==> src/rtl/legv8_control_sequencer.sv <==
// rtl/legv8_control_sequencer.sv - multicycle LEGv8 decode/sequence unit
// Accepts one instruction at a time and drives the datapath ControlWord and constant.
module legv8_control_sequencer (
  input  logic        clock,
  input  logic        reset,
  input  logic [31:0] instr,
  input  logic        instr_valid,
  output logic        instr_ready,
  input  logic [3:0]  status,
  output logic [24:0] ControlWord,
  output logic [63:0] constant,
  output logic        done,
  output logic        illegal,
  output logic        branch_valid,
  output logic        branch_taken,
  output logic [63:0] branch_offset
);

  typedef enum logic [1:0] {IDLE, EXEC, LDWB, CBRESP} state_t;
  typedef enum logic [2:0] {K_ILL, K_R, K_SHIFT, K_I, K_LDUR, K_STUR, K_CBZ, K_CBNZ} kind_t;

  localparam logic [4:0] FS_AND = 5'b00000;
  localparam logic [4:0] FS_ORR = 5'b00100;
  localparam logic [4:0] FS_ADD = 5'b01000;
  localparam logic [4:0] FS_SUB = 5'b01010;
  localparam logic [4:0] FS_EOR = 5'b01100;
  localparam logic [4:0] FS_LSL = 5'b10000;
  localparam logic [4:0] FS_LSR = 5'b10100;

  state_t      state;
  logic [31:0] ir;
  logic        zf;
  kind_t       kind;
  logic [4:0]  op_fs;

  logic [4:0]  sa, sb, da, fs;
  logic        reg_write, mem_write, bsel, en_mem, en_alu;
  logic [63:0] dt_ext, br_ext;
  logic        unused_ok;

  assign unused_ok = &{1'b0, status[3:1]};
  assign dt_ext    = {{55{ir[20]}}, ir[20:12]};
  assign br_ext    = {{43{ir[23]}}, ir[23:5], 2'b00};

  // Opcodes are matched longest first: 11-bit, then 10-bit, then 8-bit.
  always_comb begin
    kind  = K_ILL;
    op_fs = FS_AND;
    case (ir[31:21])
      11'b10001011000: begin kind = K_R;     op_fs = FS_ADD; end
      11'b11001011000: begin kind = K_R;     op_fs = FS_SUB; end
      11'b10001010000: begin kind = K_R;     op_fs = FS_AND; end
      11'b10101010000: begin kind = K_R;     op_fs = FS_ORR; end
      11'b11001010000: begin kind = K_R;     op_fs = FS_EOR; end
      11'b11010011011: begin kind = K_SHIFT; op_fs = FS_LSL; end
      11'b11010011010: begin kind = K_SHIFT; op_fs = FS_LSR; end
      11'b11111000010: begin kind = K_LDUR;  op_fs = FS_ADD; end
      11'b11111000000: begin kind = K_STUR;  op_fs = FS_ADD; end
      default: begin
        case (ir[31:22])
          10'b1001000100: begin kind = K_I; op_fs = FS_ADD; end
          10'b1101000100: begin kind = K_I; op_fs = FS_SUB; end
          10'b1001001000: begin kind = K_I; op_fs = FS_AND; end
          10'b1011001000: begin kind = K_I; op_fs = FS_ORR; end
          10'b1101001000: begin kind = K_I; op_fs = FS_EOR; end
          default: begin
            case (ir[31:24])
              8'b10110100: begin kind = K_CBZ;  op_fs = FS_ORR; end
              8'b10110101: begin kind = K_CBNZ; op_fs = FS_ORR; end
              default:     begin kind = K_ILL;  op_fs = FS_AND; end
            endcase
          end
        endcase
      end
    endcase
  end

  always_ff @(posedge clock) begin
    if (reset) begin
      state <= IDLE;
      ir    <= 32'd0;
      zf    <= 1'b0;
    end else begin
      case (state)
        IDLE: begin
          if (instr_valid) begin
            ir    <= instr;
            state <= EXEC;
          end
        end
        EXEC: begin
          case (kind)
            K_LDUR: state <= LDWB;
            K_CBZ, K_CBNZ: begin
              zf    <= status[0];
              state <= CBRESP;
            end
            default: state <= IDLE;
          endcase
        end
        LDWB:    state <= IDLE;
        CBRESP:  state <= IDLE;
        default: state <= IDLE;
      endcase
    end
  end

  // Outputs are forced to zero while reset is high so an aborted instruction commits nothing.
  always_comb begin
    sa            = 5'd0;
    sb            = 5'd0;
    da            = 5'd0;
    fs            = 5'd0;
    reg_write     = 1'b0;
    mem_write     = 1'b0;
    bsel          = 1'b0;
    en_mem        = 1'b0;
    en_alu        = 1'b0;
    constant      = 64'd0;
    done          = 1'b0;
    illegal       = 1'b0;
    branch_valid  = 1'b0;
    branch_taken  = 1'b0;
    branch_offset = 64'd0;
    instr_ready   = 1'b0;
    if (!reset) begin
      case (state)
        IDLE: instr_ready = 1'b1;
        EXEC: begin
          fs = op_fs;
          case (kind)
            K_R: begin
              sa = ir[9:5]; sb = ir[20:16]; da = ir[4:0];
              reg_write = 1'b1; en_alu = 1'b1; done = 1'b1;
            end
            K_SHIFT: begin
              sa = ir[9:5]; da = ir[4:0]; bsel = 1'b1;
              reg_write = 1'b1; en_alu = 1'b1; done = 1'b1;
              constant = {58'd0, ir[15:10]};
            end
            K_I: begin
              sa = ir[9:5]; da = ir[4:0]; bsel = 1'b1;
              reg_write = 1'b1; en_alu = 1'b1; done = 1'b1;
              constant = {52'd0, ir[21:10]};
            end
            K_LDUR: begin
              sa = ir[9:5]; da = ir[4:0]; bsel = 1'b1;
              constant = dt_ext;
            end
            K_STUR: begin
              sa = ir[9:5]; sb = ir[4:0]; bsel = 1'b1;
              mem_write = 1'b1; done = 1'b1;
              constant = dt_ext;
            end
            K_CBZ, K_CBNZ: begin
              sa = ir[4:0]; bsel = 1'b1;
            end
            default: begin
              fs = 5'd0; illegal = 1'b1; done = 1'b1;
            end
          endcase
        end
        LDWB: begin
          sa = ir[9:5]; da = ir[4:0]; fs = FS_ADD; bsel = 1'b1;
          reg_write = 1'b1; en_mem = 1'b1; done = 1'b1;
          constant = dt_ext;
        end
        CBRESP: begin
          done          = 1'b1;
          branch_valid  = 1'b1;
          branch_taken  = (kind == K_CBZ) ? zf : !zf;
          branch_offset = br_ext;
        end
        default: ;
      endcase
    end
  end

  assign ControlWord = {sa, sb, da, reg_write, mem_write, fs, bsel, en_mem, en_alu};

endmodule

==> config.mk <==
export PLATFORM = sky130hd
export DESIGN_NAME = legv8_control_sequencer
export DESIGN_NICKNAME = d
export VERILOG_FILES = /design/src/rtl/legv8_control_sequencer.sv
export SDC_FILE = /design/constraint.sdc
export NUM_CORES = 1
export LEC_CHECK = 0
export CAP_MARGIN = 30
export CORE_MARGIN = 1
export CORE_UTILIZATION = 40
export CTS_BUF_LIST = sky130_fd_sc_hd__clkbuf_8 sky130_fd_sc_hd__clkbuf_16
export CTS_CLUSTER_DIAMETER = 200
export DETAILED_ROUTE_END_ITERATION = 10
export HOLD_SLACK_MARGIN = 0.06
export PLACE_DENSITY = 0.95
export SLEW_MARGIN = 10
export SYNTH_ARGS = -nofsm -noshare
export SYNTH_HDL_FRONTEND = slang
export SYNTH_SLANG_ARGS = --single-unit
==> constraint.sdc <==
create_clock -name clock -period 6.95 [get_ports clock]
set_input_delay 1.0425 -clock clock [delete_from_list [all_inputs] [get_ports clock]]
set_output_delay 1.0425 -clock clock [all_outputs]
set_load 0.005 [all_outputs]
Word level (Yosys, flattened, before mapping)
Index checks and enable logic that the tools add are counted.
{"block": "totals", "wordCells": 100, "register_bits": 35}
{"block": "classes", "n_reduce_logical": 18, "muxes": 52, "n_eq_ne": 27}
{"op": "64-bit two-way mux", "count": 3}
{"op": "64-bit one-hot mux with 3 select lines", "count": 1}
{"op": "64-bit one-hot mux with 2 select lines", "count": 1}
{"op": "11-bit equality test (second input constant)", "count": 9}
{"op": "10-bit equality test (second input constant)", "count": 5}
{"op": "5-bit one-hot mux with 2 select lines", "count": 5}
{"op": "5-bit two-way mux", "count": 7}
{"op": "5-bit one-hot mux with 7 select lines", "count": 1}
{"op": "1-bit two-way mux", "count": 23}
{"op": "4-bit one-hot mux with 5 select lines", "count": 1}
{"op": "8-bit equality test (second input constant)", "count": 2}
{"op": "5-bit OR reduction", "count": 3}
{"op": "3-bit equality test (second input constant)", "count": 4}
{"op": "3-bit one-hot mux with 4 select lines", "count": 1}
{"op": "2-bit OR reduction", "count": 5}
{"op": "3-bit OR reduction", "count": 3}
{"op": "7-bit OR reduction", "count": 1}
{"op": "3-bit by 2-bit equality test with 1-bit output (second input constant)", "count": 2}
{"op": "3-bit two-way mux", "count": 2}
{"op": "1-bit one-hot mux with 2 select lines", "count": 3}
{"op": "2-bit one-hot mux with 3 select lines", "count": 1}
{"op": "3-bit one-hot mux with 2 select lines", "count": 1}
{"op": "6-bit OR reduction", "count": 1}
{"op": "2-bit equality test (second input constant)", "count": 2}
{"op": "9 further kinds", "count": 10}

Logic depth before layout (Yosys ltp)
{"block": "depth", "depth_word": 9, "depth_mapped": 8}

Least setup slack after synthesis
OpenSTA, ideal clock, no wires.
{"block": "synth_timing", "path_type": "input to output", "from": "input port reset", "to": "output port constant[13]", "path_buffers": 1, "path_stages": 5, "path_slack_ps": 2814, "t_arrival_ps": 3093, "path_cell_list": "nor2b_1 nand2_1 o31ai_4 and2_1 buf_4"}
{"block": "synth_via", "elab_chain_len": 1}
{"element": "from (decl)", "line_no": "5", "source": "input logic reset,"}
{"element": "64-bit two-way mux", "line_no": "126", "source": "if (!reset) begin"}
{"element": "to (decl)", "line_no": "11", "source": "output logic [63:0] constant,"}
Every way passes these cells.

Worst setup path in the final report
{"block": "layout_timing", "from": "input port reset", "to": "output port constant[11]"}
The elaborated chain is that of the path after synthesis.

==> results.md <==
- CTS sink count: 35
- Commonest cells after routing, fill and taps aside: 190 x clkdlybuf4s50_1, 76 x nand2_1, 37 x a21oi_1, 35 x dfxtp_1, 28 x and2_1
- Worst EP required: 5.91 ns
- Post-CTS Setup Inserts: 0
- Post-route cell area: 4420 sq um
- Lkg Pwr: 1.59 nW
- First-pass GRT wire length: 12700 um
- Synthesis-stage register bit count: 35
- Initial antenna violation count: 0
- Placed cell count: 578
- Setup TNS: 0 ns
- Min cycle time layout: 5.33 ns
- Min-Delay Path Class: reg -> reg
- Peak Freq: 188 MHz
- RSZ-0062 raised after global routing: no
- Library cells used by synthesis: 55
- Synth area leader: buf_4
- Routed WL per cell: 15.1 um
- Pwr Total: 0.455 mW
- DR vias/cell: 4.96
- Fin Clk Skew: 0.00656 ns
- Worst hold endpoint: ir[7]
- EDFF count, synth: 0
- Layout fillers: 620
- Slew Limit Fails: 0
- Sequential element share of the synthesized area: 23.0%
- Top layer in use: met4
- CTS-repair resized insts: 0
- Crit path arrival time: 4.29 ns
- Drt total wl: 8850 um
- Met2 wire len: 4530 um
- Layout area overhead: 45.0%
- DRT iter0 DRCs: 231
- Final setup margin: 1.62 ns
- Min-delay src: ir[7]
- Crit Path Class: in -> out
- Mapped Cells: 401
- Worst slew pin tran: 0.670 ns
- Post-place setup slack: 1.63 ns
- Hold Path Cell Cnt: 2
- WHS: 0.477 ns
- Met3 wire len: 863 um
- Placed Area: 4300 sq um
- Cts hold-fix bufs: 0
- Die area: 7970 sq um
- GRT overflow: 0
- HPWL Detailed: 6780 um
- DRC: 0
- Initial Utilization: 41.8%
- Area contributors post-synth: buf_4 25%, dfxtp_1 23%, nand2_1 9.4%
- Outcome: complete, no violations
- R2r setup slk: 4.77 ns
- Pin count of the biggest net entering global routing: 56
- Reg clk slew, reported paths: 0.07 ns
- Commonest non-fill, non-tap cell in the layout: clkdlybuf4s50_1
- Routed Antenna Nets: 0
- First-pass DRT Iterations: 4
- VDD IR max: 128 uV
- Crit path max fanout: 55
- Final setup violation count: 0
- Worst slew margin: 55.2%
- Average cell area after synthesis: 7.60 sq um
- Worst reg2reg path endpoint: state[1]
- Placement Rows: 31
- Mapped cell area: 3050 sq um
- CP startpoint kind: primary input
- Max-cap viol count: 0
- Fraction of layout cells with a size suffix above 1: 6.76%
- Layout Nets: 531
- CTS HTree Levels: 2
- All-Layer GR Usage: 20.7%
- Final cell count without fillers: 587
- ANT cells: 0
- Critical R2R Launch: ir[21]
- Critical Path Sink Type: output port
- Final period util: 76.7%
- Vias: 2912
- Buffers on Ports: 190
- Ys async rst share: 0%
- CTS Root Cell: clkbuf_8
- Core box area: 7290 sq um
- Die X: 89.3 um
- Final GP Congestion: 0.883
- Yosys top cell area share: 25.1%
- Number of global-route vias before repair: 2662
- Die Height: 89.3 um
- Post-synth top flop: dfxtp_1
- Worst reg2reg path depth: 6
- Fin. Hold Viols: 0
- Post-layout util: 60.6%
- Max clock buf depth: 2
- IO Count: 197
- CTS buffer count: 5
- TritonCTS clock tree: done
- PwrDens: 103 nW/um^2
- Yosys synthesis warning count: 0
- Skew-Pair Late Insertion Delay: 0.28 ns
- Met1 wire length: 3230 um
## Yosys cell counts (3+ instances only)
cell / number
a21o_1: 5
a21oi_1: 37
a22o_1: 17
and2_1: 28
buf_1: 3
buf_4: 102
clkbuf_1: 12
dfxtp_1: 35
ha_1: 5
inv_1: 3
nand2_1: 76
nor2_1: 11
nor2b_1: 6
nor3_2: 4
o21ai_0: 5
o31ai_4: 3
## cells by family after synthesis
logic type	Yosys count	share of synthesized area, %
other cells	1	0.123
mux	2	0.657
flops	35	23.0
simple gates	153	26.7
compound gates	82	19.5
xor+xnor	1	0.288
buf+inv	122	27.7
fa+ha+maj	5	2.05
## power by group
part           internal [mW]  switching [mW]
Clock                 0.0698          0.0787
Combinational         0.0392          0.0378
Sequential             0.213          0.0164
Total                  0.322           0.133
## worst max-delay path, stage by stage
cell and delay, ns:
clkdlybuf4s50_1 0.40, buf_4 0.26, nor2b_1 0.27, nand2_1 0.44
o31ai_4 0.60, and2_1 0.22, buf_4 0.41, a21o_1 0.14
clkdlybuf4s50_1 0.50
## registers in the layout, summed over array words and instances, names as in the netlist
signal,flops
ir,32
zf,1
state,2
## layout make-up
type                    count  area (sq um)  share of cell area [%]
inverters                   3          11.3                   0.255
well taps                  99           124                    2.80
clock buffers               5          68.8                    1.56
multi-input cells         246          1510                    34.2
flip-flops and latches     35           701                    15.9
repair buffers            196          1980                    44.9
clock inverters             3          20.0                   0.453
## metal layers
| layer | up-vias | GRT usage [%] |
|---|---|---|
| li1 | 1401 | - |
| met1 | 1322 | 23.1 |
| met2 | 169 | 36.7 |
| met3 | 20 | 5.08 |
| met4 | 0 | 10.7 |
| met5 | - | 0 |
## worst max path at each step
stage / endpoint / cells after the start / start
after global routing: constant[9] / 9 / reset
final: constant[11] / 9 / reset
after global placement: constant[11] / 9 / reset
after floorplan: constant[13] / 5 / reset
after detailed placement: constant[11] / 9 / reset
after CTS: constant[11] / 9 / reset
(Power assumes the default switching activity.)
